[src/rtl/riscv_pkg.sv]
// Shared RV32I definitions: reset/bubble constants, fetch FSM encoding and
// the major opcodes the decoder keys on.
package riscv_pkg;

    localparam logic [31:0] NOP_INSTR = 32'h0000_0013;   // addi x0,x0,0
    localparam logic [31:0] RESET_PC  = 32'h0000_0000;

    // state | meaning
    // START | one idle cycle after reset, no request
    // FETCH | request at pc outstanding
    // HOLD  | acked word parked in the skid buffer while decode stalls
    // DROP  | redirect arrived mid-request; finish the old request, then jump
    typedef enum logic [1:0] {
        START = 2'd0,
        FETCH = 2'd1,
        HOLD  = 2'd2,
        DROP  = 2'd3
    } fetch_state_t;

    localparam logic [6:0] OPC_LUI      = 7'b0110111;
    localparam logic [6:0] OPC_AUIPC    = 7'b0010111;
    localparam logic [6:0] OPC_JAL      = 7'b1101111;
    localparam logic [6:0] OPC_JALR     = 7'b1100111;
    localparam logic [6:0] OPC_BRANCH   = 7'b1100011;
    localparam logic [6:0] OPC_LOAD     = 7'b0000011;
    localparam logic [6:0] OPC_STORE    = 7'b0100011;
    localparam logic [6:0] OPC_OP_IMM   = 7'b0010011;
    localparam logic [6:0] OPC_OP       = 7'b0110011;
    localparam logic [6:0] OPC_MISC_MEM = 7'b0001111;
    localparam logic [6:0] OPC_SYSTEM   = 7'b1110011;

    function automatic logic [6:0] opcode_of(input logic [31:0] instr);
        return instr[6:0];
    endfunction

endpackage

[src/rtl/if_id_reg.sv]
// IF/ID pipeline register. Flush beats stall beats load; a cycle without a
// delivered instruction loads a bubble but keeps the last pc for debug.
module if_id_reg #(
    parameter logic [31:0] NOP_INSTR = riscv_pkg::NOP_INSTR
) (
    input  logic        clk,
    input  logic        rst_n,
    input  logic        flush,
    input  logic        stall,
    input  logic        load_valid,
    input  logic [31:0] load_instr,
    input  logic [31:0] load_pc,
    output logic [31:0] instr,
    output logic [31:0] pc,
    output logic        valid
);

    // prioritized update of the {instr, pc, valid} triple
    always_ff @(posedge clk or negedge rst_n) begin
        if (!rst_n) begin
            instr <= NOP_INSTR;
            pc    <= '0;
            valid <= 1'b0;
        end else if (flush) begin
            instr <= NOP_INSTR;
            valid <= 1'b0;
        end else if (!stall) begin
            instr <= load_valid ? load_instr : NOP_INSTR;
            pc    <= load_valid ? load_pc : pc;
            valid <= load_valid;
        end
    end

endmodule

[src/rtl/if_fetch_stage.sv]
// Instruction fetch: owns the pc, runs a single-outstanding req/ack fetch to
// instruction memory and feeds the IF/ID register. imem_addr is the pc
// itself, so it is naturally stable for the life of a request (pc only moves
// on ack or on leaving HOLD, where no request is open).
module if_fetch_stage #(
    parameter logic [31:0] RESET_PC  = riscv_pkg::RESET_PC,
    parameter logic [31:0] NOP_INSTR = riscv_pkg::NOP_INSTR
) (
    input  logic        clk,
    input  logic        rst_n,
    output logic        imem_req,
    output logic [31:0] imem_addr,
    input  logic        imem_ack,
    input  logic [31:0] imem_rdata,
    input  logic        stall,
    input  logic        flush,
    input  logic        redirect,
    input  logic [31:0] redirect_pc,
    output logic [31:0] id_instr,
    output logic [31:0] id_pc,
    output logic        id_valid
);
    import riscv_pkg::*;

    fetch_state_t state_q, state_d;
    logic [31:0]  pc_q, pc_d;
    logic [31:0]  buf_q, buf_d;
    logic [31:0]  pend_q, pend_d;
    logic         deliver;
    logic [31:0]  deliver_instr;

    assign imem_addr = pc_q;

    // state, pc, skid buffer and deferred redirect target
    always_ff @(posedge clk or negedge rst_n) begin
        if (!rst_n) begin
            state_q <= START;
            pc_q    <= RESET_PC;
            buf_q   <= NOP_INSTR;
            pend_q  <= '0;
        end else begin
            state_q <= state_d;
            pc_q    <= pc_d;
            buf_q   <= buf_d;
            pend_q  <= pend_d;
        end
    end

    // next state, pc update, request and delivery decode
    always_comb begin
        state_d       = state_q;
        pc_d          = pc_q;
        buf_d         = buf_q;
        pend_d        = pend_q;
        imem_req      = 1'b0;
        deliver       = 1'b0;
        deliver_instr = NOP_INSTR;
        case (state_q)
            START: state_d = FETCH;
            FETCH: begin
                imem_req = 1'b1;
                if (imem_ack) begin
                    if (redirect) begin
                        pc_d = redirect_pc;
                    end else if (stall) begin
                        buf_d   = imem_rdata;
                        state_d = HOLD;
                    end else begin
                        deliver       = 1'b1;
                        deliver_instr = imem_rdata;
                        pc_d          = pc_q + 32'd4;
                    end
                end else if (redirect) begin
                    pend_d  = redirect_pc;
                    state_d = DROP;
                end
            end
            HOLD: begin
                if (redirect) begin
                    buf_d   = NOP_INSTR;
                    pc_d    = redirect_pc;
                    state_d = FETCH;
                end else if (!stall) begin
                    deliver       = 1'b1;
                    deliver_instr = buf_q;
                    pc_d          = pc_q + 32'd4;
                    state_d       = FETCH;
                end
            end
            DROP: begin
                // old request must complete at its original address
                imem_req = 1'b1;
                if (imem_ack) begin
                    pc_d    = redirect ? redirect_pc : pend_q;
                    state_d = FETCH;
                end else if (redirect) begin
                    pend_d = redirect_pc;
                end
            end
            default: state_d = START;
        endcase
    end

    if_id_reg #(.NOP_INSTR(NOP_INSTR)) u_if_id (
        .clk        (clk),
        .rst_n      (rst_n),
        .flush      (flush | redirect),
        .stall      (stall),
        .load_valid (deliver),
        .load_instr (deliver_instr),
        .load_pc    (pc_q),
        .instr      (id_instr),
        .pc         (id_pc),
        .valid      (id_valid)
    );

endmodule

[config.mk]
export PLATFORM = sky130hd
export DESIGN_NAME = if_fetch_stage
export DESIGN_NICKNAME = d
export VERILOG_FILES = /design/src/rtl/riscv_pkg.sv /design/src/rtl/if_id_reg.sv /design/src/rtl/if_fetch_stage.sv
export SDC_FILE = /design/constraint.sdc
export NUM_CORES = 1
export LEC_CHECK = 0
export BUFFER_PORTS_ARGS = -buffer_cell sky130_fd_sc_hd__buf_2
export CAP_MARGIN = 5
export CORE_MARGIN = 10
export CORE_UTILIZATION = 59
export CTS_CLUSTER_SIZE = 14
export DETAILED_ROUTE_END_ITERATION = 8
export GPL_ROUTABILITY_DRIVEN = 1
export PLACE_DENSITY = 0.88
export SETUP_SLACK_MARGIN = 0.5
export SLEW_MARGIN = 25
export SYNTH_ARGS = -nofsm -noshare
export SYNTH_HDL_FRONTEND = slang
export SYNTH_SLANG_ARGS = --single-unit
export TNS_END_PERCENT = 100
[constraint.sdc]
create_clock -name clk -period 5 [get_ports clk]
set_input_delay 1.25 -clock clk [delete_from_list [all_inputs] [get_ports clk]]
set_output_delay 1.25 -clock clk [all_outputs]
set_load 0.01 [all_outputs]
-- Word level (Yosys, flattened, before mapping)
Cells that the tools add are included.
- equal/unequal tests: 12
- multiplexer cells: 32
- bitwise operators: 4
- add/sub/neg operators: 1
- reduce and logical (&&, ||, !) cells: 9
- operator list (operator ; count):
    two-way mux 32 bit ; 14
    case mux 32 bit (2 select lines) ; 2
    case mux 32 bit (3 select lines) ; 1
    adder 32 x 3 -> 32 bit (second input constant) ; 1
    two-way mux 2 bit ; 7
    != test 3 bit (second input constant) ; 4
    != test 2 bit (second input constant) ; 4
    case mux 2 bit (4 select lines) ; 1
    two-way mux 1 bit ; 6
    AND reduction 3 bit ; 2
    AND reduction 5 bit ; 1
    equality test 2 bit (second input constant) ; 2
    AND reduction 4 bit ; 1
    NOT 1 bit ; 3
    nonzero test 3 bit ; 1
    equality test 2 x 1 -> 1 bit (second input constant) ; 1
    zero test 2 bit ; 1
    != test 2 x 1 -> 1 bit (second input constant) ; 1
    case mux 1 bit (2 select lines) ; 1
    AND reduction 2 bit ; 1
    nonzero test 2 bit ; 1
    OR reduction 2 bit ; 1
    bitwise OR 1 bit ; 1
- input port bits: 70
- bits in registers: 163
- output and inout port bits: 98
- logic and storage cells: 65

-- Depth between registers and ports, before layout
- depth in word-level cells: 7
- gate-level depth with buffers: 11
- mapped depth without buffers: 6

-- Cells and area by module
Synthesis repeated with hierarchy kept, for this count alone.
- cell total of the unflattened synthesis: 760
- area, all modules: 7976.4 um2
- modules (own cells, without submodules) (module ; cells each ; seq. area each (um2) ; area an instance (um2) ; times used):
    if_fetch_stage ; 547 ; 2456.1 ; 5340.1 ; 1
    if_id_reg ; 213 ; 1630.3 ; 2636.3 ; 1

-- Worst setup path before layout
No wires, ideal clock.
- path type: in2reg
- start: input imem_ack
- end: register u_if_id.pc[16]
- stages: 6
- data required time: 4875 ps
- buffers on the path: 3
- setup time: 125 ps
- data arrival time: 2566 ps
- path slack: 2310 ps
- cell sequence: and3b_1 clkbuf_1 o211ai_1 buf_2 buf_2 mux2_2
- longest elaborated chain between the ends: 3
- RTL lines (what ; line ; text):
    start: declaration ; if_fetch_stage.sv:13 ; input logic imem_ack,
    two-way mux 1 bit ; if_fetch_stage.sv:62 ; if (imem_ack) begin
    case mux 1 bit (2 select lines) ; if_fetch_stage.sv:58 ; case (state_q)
    AND reduction 3 bit (no source line) ; -- ;
    end signal: assignment ; if_id_reg.sv:29 ; pc <= load_valid ? load_pc : pc;
    end: declaration ; if_id_reg.sv:14 ; output logic [31:0] pc,
No other way between the ends.
A chain may end at the register's enable or synchronous reset.

-- Worst setup path in the final report
- start: register state_q[0]
- end: output imem_req
- longest elaborated chain between the ends: 3
- elaborated cells between the ends (all ways): 4
- classes of those cells: 2 x eq/ne; 1 x mux; 1 x reduce/logical
- RTL lines (what ; line ; text):
    start: declaration ; if_fetch_stage.sv:25 ; fetch_state_t state_q, state_d;
    start signal: assignment ; if_fetch_stage.sv:42 ; state_q <= state_d;
    equality test 2 bit or equality test 2 x 1 -> 1 bit (tied branches) ; if_fetch_stage.sv:58 ;
    OR reduction 2 bit (no source line) * ; -- ;
    two-way mux 1 bit * ; if_fetch_stage.sv:58 ;
    end: declaration ; if_fetch_stage.sv:11 ; output logic imem_req,
Mark *: on every way between the ends. The rest lies on a longest branch, timed or not.

==> qor.csv <==
stage,metric,value,unit
synthesis,synthArstFlopShare,100.0,%
timing,finalClockSkew,0.006192,ns
cts,tritoncts,done,
final_layout,area_growth,20.23,%
timing,slew_viol_final,0,
critical_path,critPathKind,reg -> out,
drt,ant_nets,0,
drt,wirelength,22510,um
critical_path,worstPathCellList,"ha_1, buf_4, inv_1, nand2_1, buf_2",
cts,postCtsSetupBuffers,0,
timing,rsz0062_at_grt,false,
drt,drt_iter0_markers,608,
synthesis,syn_area,0.007639,mm2
critical_path,endpoint_kind,output pin,
grt,grt_start_max_net_pins,100,
timing,fin_setup_tns,0,ns
floorplanning,die_w,133.8,um
placement,dpl.hpwl,15310,um
final_layout,drive_gt1_share,34.31,%
synthesis,yosysWarnings,0,
critical_path,slowest_stage,inv_1,
critical_path,arrival,2.04,ns
floorplanning,die-area,0.01790,mm2
final_layout,final_area,0.009184,mm2
critical_path,max_stage_delay,0.47,ns
drt,drtPass1Iterations,5,
drt,post_drt_via_cell_ratio,6.513,
run_status,status,completed,
placement,gp_congestion,0.9203,
floorplanning,io_pins,168,
pwr,clkPwrFrac,23.7,%
cts,clockBufferDepth,2,
critical_path,path_buf_inv,3,
synthesis,synth.avg_cell_area,11.01,um2
flow_run,drv_cap,0,
pwr,p_switching,2067,uW
cts,clock_sinks,163,
critical_path,start_kind,flop,
placement,postPlaceCellArea,0.008588,mm2
drt,wl_per_cell,21.98,um
floorplanning,core_area,0.01267,mm2
synthesis,syn_inst,694,
grt,grt_pass1_vias,6789,
timing,max_slew_margin,38.15,%
final_layout,nNetsFinal,913,
pwr,irDropWorstVdd,0.5476,mV
synthesis,yosysUniqueCellTypes,58,
grt,grt-ovfl-total,0,
cts,worstSkewPairLatency,0.44,ns
floorplanning,start_util,60.28,%
final_layout,nFillCells,928,
timing,setup_viol,0,
synthesis,seq_area_frac_synth,53.50,%
timing,tightest_slew,0.9277,ns
cts,cts_buffers,17,
synthesis,yosys.area.top_type,dfrtp_1,
critical_path,cp_top_family,buffers and inverters,
worst_hold_path,hold_path.class,reg -> reg,
cts,holdBufCountCts,0,
grt,grtUsageTotal,25.05,%
pwr,p_int,3490,uW
timing,fmax,304.2,MHz
timing,hold_violations,0,
pwr,pwr-share-comb,33.8,%
floorplanning,die_y,133.8,um
timing,period_minus_slack,3.287,ns
cts,root_buffer,clkbuf_16,
synthesis,synth_area_leaders,"dfrtp_1 51%, mux2_2 9.1%, a22o_1 3.7%, o21ai_0 3.5%, a22oi_1 3.0%",
pwr,switching_share,37.20,%
timing,post-route-period-util,65.74,%
drt,drc,0,
critical_path,critPathMaxFanout,22,
final_layout,final_common_cell,buf_2,
placement,portBuffers,167,
placement,dpl_worst_slack,1.522,ns
floorplanning,rows,41,
synthesis,synth_top_cell_area_share,51.43,%
drt,vias,6669,
synthesis,ys.flop_type,dfrtp_1,
synthesis,ys_ff_latch,163,
pwr,finalPower,5557,uW
critical_path,worstPathRequired,3.75,ns
pwr,power_leakage,0.004226,uW
grt,grt_pass1_wl,36150,um
cts,htreeDepth,4,
timing,fin_ws,1.713,ns
pwr,seq_power_share,42.5,%
final_layout,final_cell_mix,"166 x buf_2, 157 x dfrtp_1, 62 x nand2_1, 62 x mux2_2, 54 x o21ai_0",
grt,antenna_found_initial,2,
pwr,power_density,605.1,mW/mm2
cts,cts_resized,0,
cts,clkTransAtPathRegs,0.06,ns
synthesis,synth_fp_nets,769,
synthesis,synth-edff-count,0,
==> kinds of logic (layout without fill, tap and decap cells) <==
group,after synthesis,count (layout),synth area share (%)
AOI/OAI and AO/OA,215,215,19.82
adders and majority gates,5,5,0.8190
buffers and inverters,64,221,3.489
DFF,163,163,53.50
muxes,72,72,10.45
other,0,1,0
and+or+nand+nor,175,175,11.92
==> state kept, by name (all words and copies together), names as in the netlist <==
register       cells
state_q            2
u_if_id.instr     32
u_if_id.valid      1
pend_q            32
buf_q             32
imem_addr         32
u_if_id.pc        32
==> layer usage <==
layer	wire length, um	track usage, %	up-vias	share of wire, %
li1	-	-	2901	-
met1	8681	30.81	3341	39
met2	11090	40.23	367	49
met3	2146	7.842	58	9.5
met4	578	10.16	2	2.6
met5	13	0	-	0.058
==> power by group through the flow <==
stage	combinational, uW	clock (uW)	sequential, uW
after floorplan	1160	0	2320
after global placement	1780	0	2310
after detailed placement	1860	0	2350
after CTS	1880	1330	2340
after global routing	2060	1390	2420
final	1880	1320	2360
==> stage by stage <==
stage,utilization [%],hold slack [ns],cells
floorplan,-,0.4665,694
global placement,67.70,0.4556,991
detailed placement,67.78,0.4613,991
CTS,72.45,0.4770,1023
global route,72.48,0.5014,1024
finish,72.48,0.4744,1024
==> tightest hold or removal path, stage by stage (launching register included) <==
cell	delay [ns]
dfrtp_1	0.34
nand2_1	0.05
nand2_1	0.06
==> final cells by class <==
type | count | area (um2) | share of cell area (%)
diodes | 1 | 2.502 | 0.02725
multi-input cells | 467 | 3311 | 36.05
inverters | 8 | 30.03 | 0.3270
flip-flops and latches | 163 | 4086 | 44.50
clock inverters | 14 | 162.7 | 1.771
repair buffers | 181 | 947.2 | 10.31
clock buffers | 18 | 429.2 | 4.673
well taps | 172 | 215.2 | 2.343
==> path summary, 6_finish.rpt <==
| path | startpoint | end | slack (ns) | cells after the start |
|---|---|---|---|---|
| worst min-delay path | u_if_id.valid | u_if_id.valid | 0.47 | 2 |
| worst max-delay path | state_q[0] | imem_req | 1.71 | 5 |
| max in group asynchronous | rst_n | buf_q[1] | 3.04 | 2 |
| worst max register to register | state_q[0] | imem_addr[30] | 2.17 | 6 |
| min in group asynchronous | rst_n | buf_q[26] | 0.90 | 1 |
| worst min register to register | u_if_id.valid | u_if_id.valid | 0.47 | 2 |
==> Yosys cell counts, types with 8 or more instances <==
cell,number
o22a_1,16
buf_2,13
nor4_1,15
nand2_1,62
a21oi_1,27
mux2_2,62
nor3_1,8
a22o_1,32
a22oi_1,31
nand3_1,15
dfrtp_1,157
clkbuf_1,34
o21ai_0,54
inv_1,8
mux2i_1,10
o211ai_1,8
nor2_1,24
nand4_1,10
Note: power is estimated with default switching activity, not from simulation.
